[src/rtl/async_rd_ctrl.sv]
// Read-side controller of a dual-clock FIFO: Gray read pointer, empty/occupancy, memory read port.
// Define ASYNC_RD_CTRL_FWFT_EN for first-word-fall-through with a two-stage prefetch.
module async_rd_ctrl #(
    parameter  int DEPTH  = 4,
    parameter  int WIDTH  = 8,
    localparam int AWIDTH = $clog2(DEPTH)
) (
    input  logic              rd_clk,
    input  logic              rst,
    input  logic              rd_en,
    input  logic [AWIDTH:0]   wr_ptr_rsync,
    output logic [AWIDTH:0]   rd_ptr,
    output logic              mem_rd_en,
    output logic [AWIDTH-1:0] mem_rd_addr,
    input  logic [WIDTH-1:0]  mem_rd_data,
    output logic [WIDTH-1:0]  rd_data,
    output logic              rd_valid,
    output logic              rd_empty,
    output logic [AWIDTH:0]   rd_count
);

    localparam int PW = AWIDTH + 1;

    function automatic logic [PW-1:0] bin2gray(input logic [PW-1:0] b);
        return b ^ (b >> 1);
    endfunction

    function automatic logic [PW-1:0] gray2bin(input logic [PW-1:0] g);
        logic [PW-1:0] b;
        b[PW-1] = g[PW-1];
        for (int i = PW - 2; i >= 0; i--) begin
            b[i] = b[i+1] ^ g[i];
        end
        return b;
    endfunction

    logic [PW-1:0] rb_q, rb_d;
    logic [PW-1:0] rd_ptr_q;
    logic [PW-1:0] wb;
    logic [PW-1:0] count_q, count_d;
    logic          mempty_q;
    logic          rd_valid_q, rd_valid_d;
    logic          pop_mem;

    always_comb begin
        wb   = gray2bin(wr_ptr_rsync);
        rb_d = rb_q + {{AWIDTH{1'b0}}, pop_mem};
    end

`ifdef ASYNC_RD_CTRL_FWFT_EN
    logic             v1_q, v1_d;
    logic             adv;
    logic [WIDTH-1:0] rd_data_q, rd_data_d;

    // s1 is the memory output register (valid v1); s2 is rd_data (valid rd_valid)
    always_comb begin
        adv        = v1_q & (~rd_valid_q | rd_en);
        pop_mem    = ~mempty_q & (~v1_q | adv);
        v1_d       = pop_mem | (v1_q & ~adv);
        rd_valid_d = rd_valid_q;
        rd_data_d  = rd_data_q;
        if (adv) begin
            rd_valid_d = 1'b1;
            rd_data_d  = mem_rd_data;
        end else if (rd_en & rd_valid_q) begin
            rd_valid_d = 1'b0;
        end
        count_d = wb - rb_d + PW'(v1_d) + PW'(rd_valid_d);
    end

    always_ff @(posedge rd_clk) begin
        if (rst) begin
            v1_q      <= 1'b0;
            rd_data_q <= '0;
        end else begin
            v1_q      <= v1_d;
            rd_data_q <= rd_data_d;
        end
    end

    assign rd_data  = rd_data_q;
    assign rd_empty = ~rd_valid_q;
`else
    always_comb begin
        pop_mem    = rd_en & ~mempty_q;
        rd_valid_d = pop_mem;
        count_d    = wb - rb_d;
    end

    // Memory output is only meaningful the cycle after a read; zero otherwise
    assign rd_data  = rd_valid_q ? mem_rd_data : '0;
    assign rd_empty = mempty_q;
`endif

    always_ff @(posedge rd_clk) begin
        if (rst) begin
            rb_q       <= '0;
            rd_ptr_q   <= '0;
            mempty_q   <= 1'b1;
            rd_valid_q <= 1'b0;
            count_q    <= '0;
        end else begin
            rb_q       <= rb_d;
            rd_ptr_q   <= bin2gray(rb_d);
            mempty_q   <= (rb_d == wb);
            rd_valid_q <= rd_valid_d;
            count_q    <= count_d;
        end
    end

    assign rd_ptr      = rd_ptr_q;
    assign mem_rd_en   = pop_mem;
    assign mem_rd_addr = rb_q[AWIDTH-1:0];
    assign rd_valid    = rd_valid_q;
    assign rd_count    = count_q;

endmodule

[config.mk]
export PLATFORM = sky130hd
export DESIGN_NAME = async_rd_ctrl
export DESIGN_NICKNAME = d
export VERILOG_FILES = /design/src/rtl/async_rd_ctrl.sv
export SDC_FILE = /design/constraint.sdc
export NUM_CORES = 1
export LEC_CHECK = 0
export ABC_CLOCK_PERIOD_IN_PS = 3260
export CORE_MARGIN = 2
export CORE_UTILIZATION = 36
export CTS_BUF_LIST = sky130_fd_sc_hd__clkbuf_8
export CTS_CLUSTER_DIAMETER = 60
export DETAILED_ROUTE_END_ITERATION = 16
export GPL_TIMING_DRIVEN = 0
export PLACE_DENSITY = 0.83
export SLEW_MARGIN = 20
export SYNTH_ARGS = -nofsm -noshare
export SYNTH_HDL_FRONTEND = slang
export SYNTH_SLANG_ARGS = --single-unit
[constraint.sdc]
create_clock -name rd_clk -period 3.26 [get_ports rd_clk]
set_clock_uncertainty 0.1 [all_clocks]
set_input_delay 0.978 -clock rd_clk [delete_from_list [all_inputs] [get_ports rd_clk]]
set_output_delay 0.978 -clock rd_clk [all_outputs]
set_load 0.01 [all_outputs]
==> impl_metrics.json, run 1 <==
{
  "gp_congestion": 0.744,
  "grt_use_met1_pct": 13.0,
  "hpwlAfterDp_um": 946,
  "via_per_inst": 4.63,
  "final_nets": 102,
  "totalWireLength_um": 1160,
  "synth_top_family_by_area": "simple AND/OR/NAND/NOR gates",
  "synth_nets": 66,
  "yosysWarnings": 0,
  "yosysSeqAreaShare_pct": 39.7,
  "outcome": "completed",
  "rows": 13,
  "areaGrowthSynthToFinish_pct": 80.6,
  "syn_avg_cell_area_sq_um": 10.3,
  "ys_types": 18,
  "synthMuxAreaShare_pct": 2.23,
  "start_kind": "primary input",
  "cts.path.max_buffers": 2,
  "grtUsageMet3_pct": 4.35,
  "post-route-min-period_ns": 3.18,
  "r2r_setup_slack_ns": 0.87,
  "drtIter0Drc": 4,
  "synthAdderAreaFrac_pct": 7.44,
  "cts_max_level": 1,
  "synth-simple-area-share_pct": 28.5,
  "num_vias": 458,
  "cts_buffers": 3,
  "first_pass_iters": 4,
  "ys_ff_latch": 10,
  "numPlacedInstances": 95,
  "tightest_slew_ns": 0.384,
  "gr-usage-met2_pct": 27.2,
  "ant_nets": 0,
  "antenna_found_initial": 0,
  "grt_pass1_vias": 453,
  "io_pins": 33,
  "numPortBuffers": 31,
  "dpl_cell_area_sq_um": 833,
  "cts_resized": 4,
  "overflow": 0,
  "wire_per_inst_um": 11.7,
  "cts-hold-fix-buffers": 0,
  "path_clk_slew_ns": 0.05,
  "slew_headroom_pct": 74.4,
  "maxSlewViolCount": 0,
  "grt.busiest_layer": "met2",
  "crit_path_end_kind": "output pin",
  "synthXorXnorAreaFrac_pct": 16.4,
  "drc": 0,
  "cts_setup_buffers": 0,
  "clock-sinks": 10,
  "clk_latency_ns": 0.24,
  "min_path_type": "register to register",
  "power_uw": 416,
  "crit_path_max_fanout": 1,
  "final_layout_size_suffix_gt1_share_pct": 13.1,
  "instances_no_fill": 99,
  "antennaDiodeCount": 0,
  "cp.required_ns": 2.18,
  "synthCells": 49,
  "netlist_area_sq_um": 504,
  "period_share_pct": 97.6,
  "max_freq_ghz": 0.314,
  "max_cap_violations": 0,
  "core_sq_um": 1300,
  "initial_core_util_pct": 38.8,
  "cp.arrival_ns": 2.10,
  "grt_max_degree": 11,
  "cts-root-buf": "clkbuf_8",
  "grt_usage_pct": 14.5,
  "fin_area_sq_um": 911,
  "setup_viol": 0,
  "p_leak_uw": 0.000374,
  "hold_viol_final": 0,
  "synth_compound_area_share_pct": 4.22,
  "die_h_um": 41.4,
  "worstSetupPathType": "primary input to output pin",
  "cts_tree": "built",
  "die-area_sq_um": 1720,
  "powerDensity_nw_per_um2": 456,
  "grt_pass1_wl_um": 1890,
  "peakVddDrop_mv": 0.235,
  "die_w_um": 41.4
}
[registers in the layout, indices dropped and copies added (netlist names)]
register	cells
rb_q	3
rd_empty	1
rd_ptr	2
rd_valid	1
rd_count	3
[synthesized netlist by cell type, drive strengths merged]
| master | n | area, sq um |
|---|---|---|
| mux2 | 1 | 11.3 |
| nor2b | 5 | 31.3 |
| xor2 | 3 | 33.8 |
| a31o | 1 | 8.76 |
| clkbuf | 1 | 3.75 |
| dfxtp | 10 | 200 |
| xnor2 | 3 | 26.3 |
| and3b | 1 | 8.76 |
| a211oi | 1 | 12.5 |
| inv | 1 | 3.75 |
| ha | 3 | 37.5 |
| nor3 | 1 | 5.00 |
| and2b | 2 | 17.5 |
| nor2 | 5 | 18.8 |
| and2 | 10 | 62.6 |
| xnor3 | 1 | 22.5 |
[layer usage]
metal  up-vias  share of wire [%]
met5         -                  0
met3         2                 10
met1       202                 35
met2        28                 53
met4         0                1.5
li1        226                  -
[worst max-delay path, cell delays in order]
cell,delay (ns)
clkdlybuf4s50_1,0.46
and2_1,0.13
clkdlybuf4s50_1,0.54
[metrics by stage]
stage,setup slack [ns],hold WS (ns),setup TNS (ns),utilization (%)
2_1_floorplan,0.236,0.582,0,-
3_5_place_dp,-0.321,0.563,-0.365,64.0
5_1_grt,-0.0151,0.620,-0.0151,70.0
4_1_cts,0.00476,0.573,0,69.0
6_report,0.0795,0.570,0,70.0
3_3_place_gp,-0.263,0.540,-0.292,64.0
[power by group]
group	internal, uW	leakage [uW]	total (uW)	switching [uW]
logic	73.4	0.000263	116	43.1
registers	136	0.0000824	142	6.03
clock network	106	0.0000288	157	51.1
[logic make-up after synthesis]
kind of cell	Yosys count
adders and majority gates	3
buffers and inverters	2
DFF	10
xor gates and xnor gates	7
muxes	1
AOI/OAI and AO/OA	2
and+or+nand+nor	24
[cell usage in the layout (no fill, tap or decap), types with 2 or more instances in the layout]
cell type | Yosys | layout
clkdlybuf4s50_1 | 0 | 30
and2_1 | 10 | 10
dfxtp_1 | 10 | 10
nor2b_1 | 5 | 5
nor2_1 | 5 | 5
clkbuf_8 | 0 | 4
xor2_1 | 2 | 2
xnor2_1 | 3 | 2
[area by class of cell]
| cell class | count | area [sq um] |
|---|---|---|
| Fill cell | 107 | 390 |
| Tap cell | 15 | 18.8 |
| Buffer | 1 | 3.75 |
| Inverter | 1 | 3.75 |
| Sequential cell | 10 | 200 |
| Multi-Input combinational cell | 37 | 320 |
| Clock buffer | 4 | 55.1 |
| Timing Repair Buffer | 31 | 309 |
[final timing paths]
check | start | to | cells past startpoint
max | mem_rd_data[4] | rd_data[4] | 3
min | rb_q[2] | rb_q[2] | 2
max reg2reg | rd_empty | rd_count[2] | 8
min reg2reg | rb_q[2] | rb_q[2] | 2
No activity file was read; power rests on OpenSTA's default activity.
==> run 2: changes to the inputs <==
--- a/config.mk
+++ b/config.mk
@@ -13,7 +13,9 @@
 export DETAILED_ROUTE_END_ITERATION = 16
 export GPL_TIMING_DRIVEN = 0
 export PLACE_DENSITY = 0.83
+export REMOVE_ABC_BUFFERS = 1
 export SLEW_MARGIN = 20
 export SYNTH_ARGS = -nofsm -noshare
 export SYNTH_HDL_FRONTEND = slang
 export SYNTH_SLANG_ARGS = --single-unit
+export TNS_END_PERCENT = 10
==> run 2 against run 1 <==
Net effect:
- maximum frequency down 0.52%
- final area rose by 5.5%
- critical path depth increased by 6
- die area is the same
- sequential cell count stayed put
- combinational power increased by 11%
- via count rose by 0.87%
- global-route usage grew 0.53 points
- sequential share of layout area fell by 1.1 points
- cell count is 4.0% higher
- non-clock buffer count up 4
==> impl_metrics.json, run 2 (synthesis results as in run 1) <==
{
  "p_int_uw": 325,
  "overflow": 0,
  "cts-hold-fix-buffers": 0,
  "cts.path.max_buffers": 2,
  "maxSlewViolCount": 0,
  "worstSetupPathType": "primary input to register",
  "die-area_sq_um": 1720,
  "powerDensity_nw_per_um2": 442,
  "via_per_inst": 4.49,
  "peakVddDrop_mv": 0.285,
  "final_nets": 106,
  "max_cap_violations": 0,
  "max_freq_ghz": 0.313,
  "totalWireLength_um": 1260,
  "pwr-share-clk_pct": 36.0,
  "io_pins": 33,
  "clock-sinks": 10,
  "power_uw": 425,
  "antennaDiodeCount": 0,
  "num_vias": 462,
  "p_sw_share_pct": 23.5,
  "rows": 13,
  "cts-root-buf": "clkbuf_8",
  "areaGrowthSynthToFinish_pct": 90.6,
  "wire_per_inst_um": 12.2,
  "path_clk_slew_ns": 0.05,
  "initial_core_util_pct": 38.8,
  "first_pass_iters": 3,
  "cts_buffers": 3,
  "grt_usage_pct": 15.0,
  "drtIter0Drc": 4,
  "die_w_um": 41.4,
  "ant_nets": 0,
  "grt_pass1_vias": 411,
  "clk_latency_ns": 0.23,
  "slew_headroom_pct": 74.6,
  "final_cell_mix": "30 x clkdlybuf4s50_1, 10 x and2_1, 10 x dfxtp_1, 5 x nor2b_1, 5 x nor2_1",
  "hold_viol_final": 0,
  "start_kind": "primary input",
  "p_leak_uw": 0.000408,
  "antenna_found_initial": 0,
  "crit_path_end_kind": "register",
  "drc": 0,
  "crit_path_max_fanout": 4,
  "post-route-min-period_ns": 3.20,
  "tightest_slew_ns": 0.379,
  "final_layout_size_suffix_gt1_share_pct": 17.0,
  "grt_max_degree": 11,
  "seq_power_share_pct": 33.6,
  "cts_tree": "built",
  "hpwlAfterDp_um": 874,
  "min_path_type": "register to register",
  "cts_max_level": 1,
  "layout_commonest_cell": "clkdlybuf4s50_1",
  "cp.arrival_ns": 3.22,
  "cp.required_ns": 3.28,
  "setup_viol": 0,
  "period_share_pct": 98.1,
  "p_switching_uw": 99.7,
  "holdWs_ns": 0.583,
  "power_frac_comb_pct": 30.4,
  "gp_congestion": 0.745,
  "outcome": "completed",
  "core_sq_um": 1300,
  "numPortBuffers": 32,
  "die_h_um": 41.4,
  "grt_pass1_wl_um": 1880
}
[run 2: area by class of cell]
| class | instances | area [sq um] |
|---|---|---|
| clock buffers | 4 | 55.1 |
| fillers | 99 | 340 |
| inverters | 1 | 3.75 |
| multi-input cells | 37 | 332 |
| flip-flops and latches | 10 | 200 |
| well taps | 15 | 18.8 |
| repair buffers | 36 | 352 |
[run 2: repair_timing]
action / 4_1_cts / 5_1_grt
resized for setup: 5 / 3
setup buffers: 0 / 4
pin swaps: 0 / 4
endpoints found under the setup margin: 2 / 1
[run 2: stage by stage]
step	setup WS, ns	instance area (sq um)	setup TNS [ns]	instances	utilization, %
after floorplan	0.236	500	0	48	-
after global placement	-0.245	840	-0.261	95	64.5
after detailed placement	-0.302	840	-0.315	95	64.5
after CTS	0.0425	915	0	99	70.3
after global routing	-0.0188	961	-0.0188	103	73.8
final	0.0628	961	0	103	73.8
[run 2: worst max-delay path: stages]
cell,delay (ns)
clkdlybuf4s50_1,0.43
and2b_2,0.23
and2_1,0.19
ha_4,0.33
xnor2_4,0.13
ha_2,0.21
and3b_1,0.19
a211oi_2,0.20
mux2_1,0.33
[run 2: path summary, 6_finish.rpt]
path              startpoint           to  slack, ns  cells past startpoint
setup / recovery       rd_en  rd_count[2]       0.06                      9
hold / removal       rb_q[2]    rd_ptr[1]       0.58                      3
setup reg to reg    rd_empty  rd_count[2]       0.86                      8
hold reg to reg      rb_q[2]    rd_ptr[1]       0.58                      3
[run 2: power groups by stage]
stage | sequential (uW) | clock [uW] | combinational [uW]
after floorplan | 151 | 0 | 47.6
after global placement | 144 | 0 | 111
after detailed placement | 145 | 0 | 113
after CTS | 143 | 157 | 117
after global routing | 144 | 163 | 140
final | 143 | 153 | 129
[run 2: layer usage]
metal  vias up  track usage, %  share of wire, %
met3         2            7.83               9.7
met2        27            26.3                52
met5         -               0                 0
met4         0            7.74               1.1
met1       200            14.0                37
li1        233               -                 -
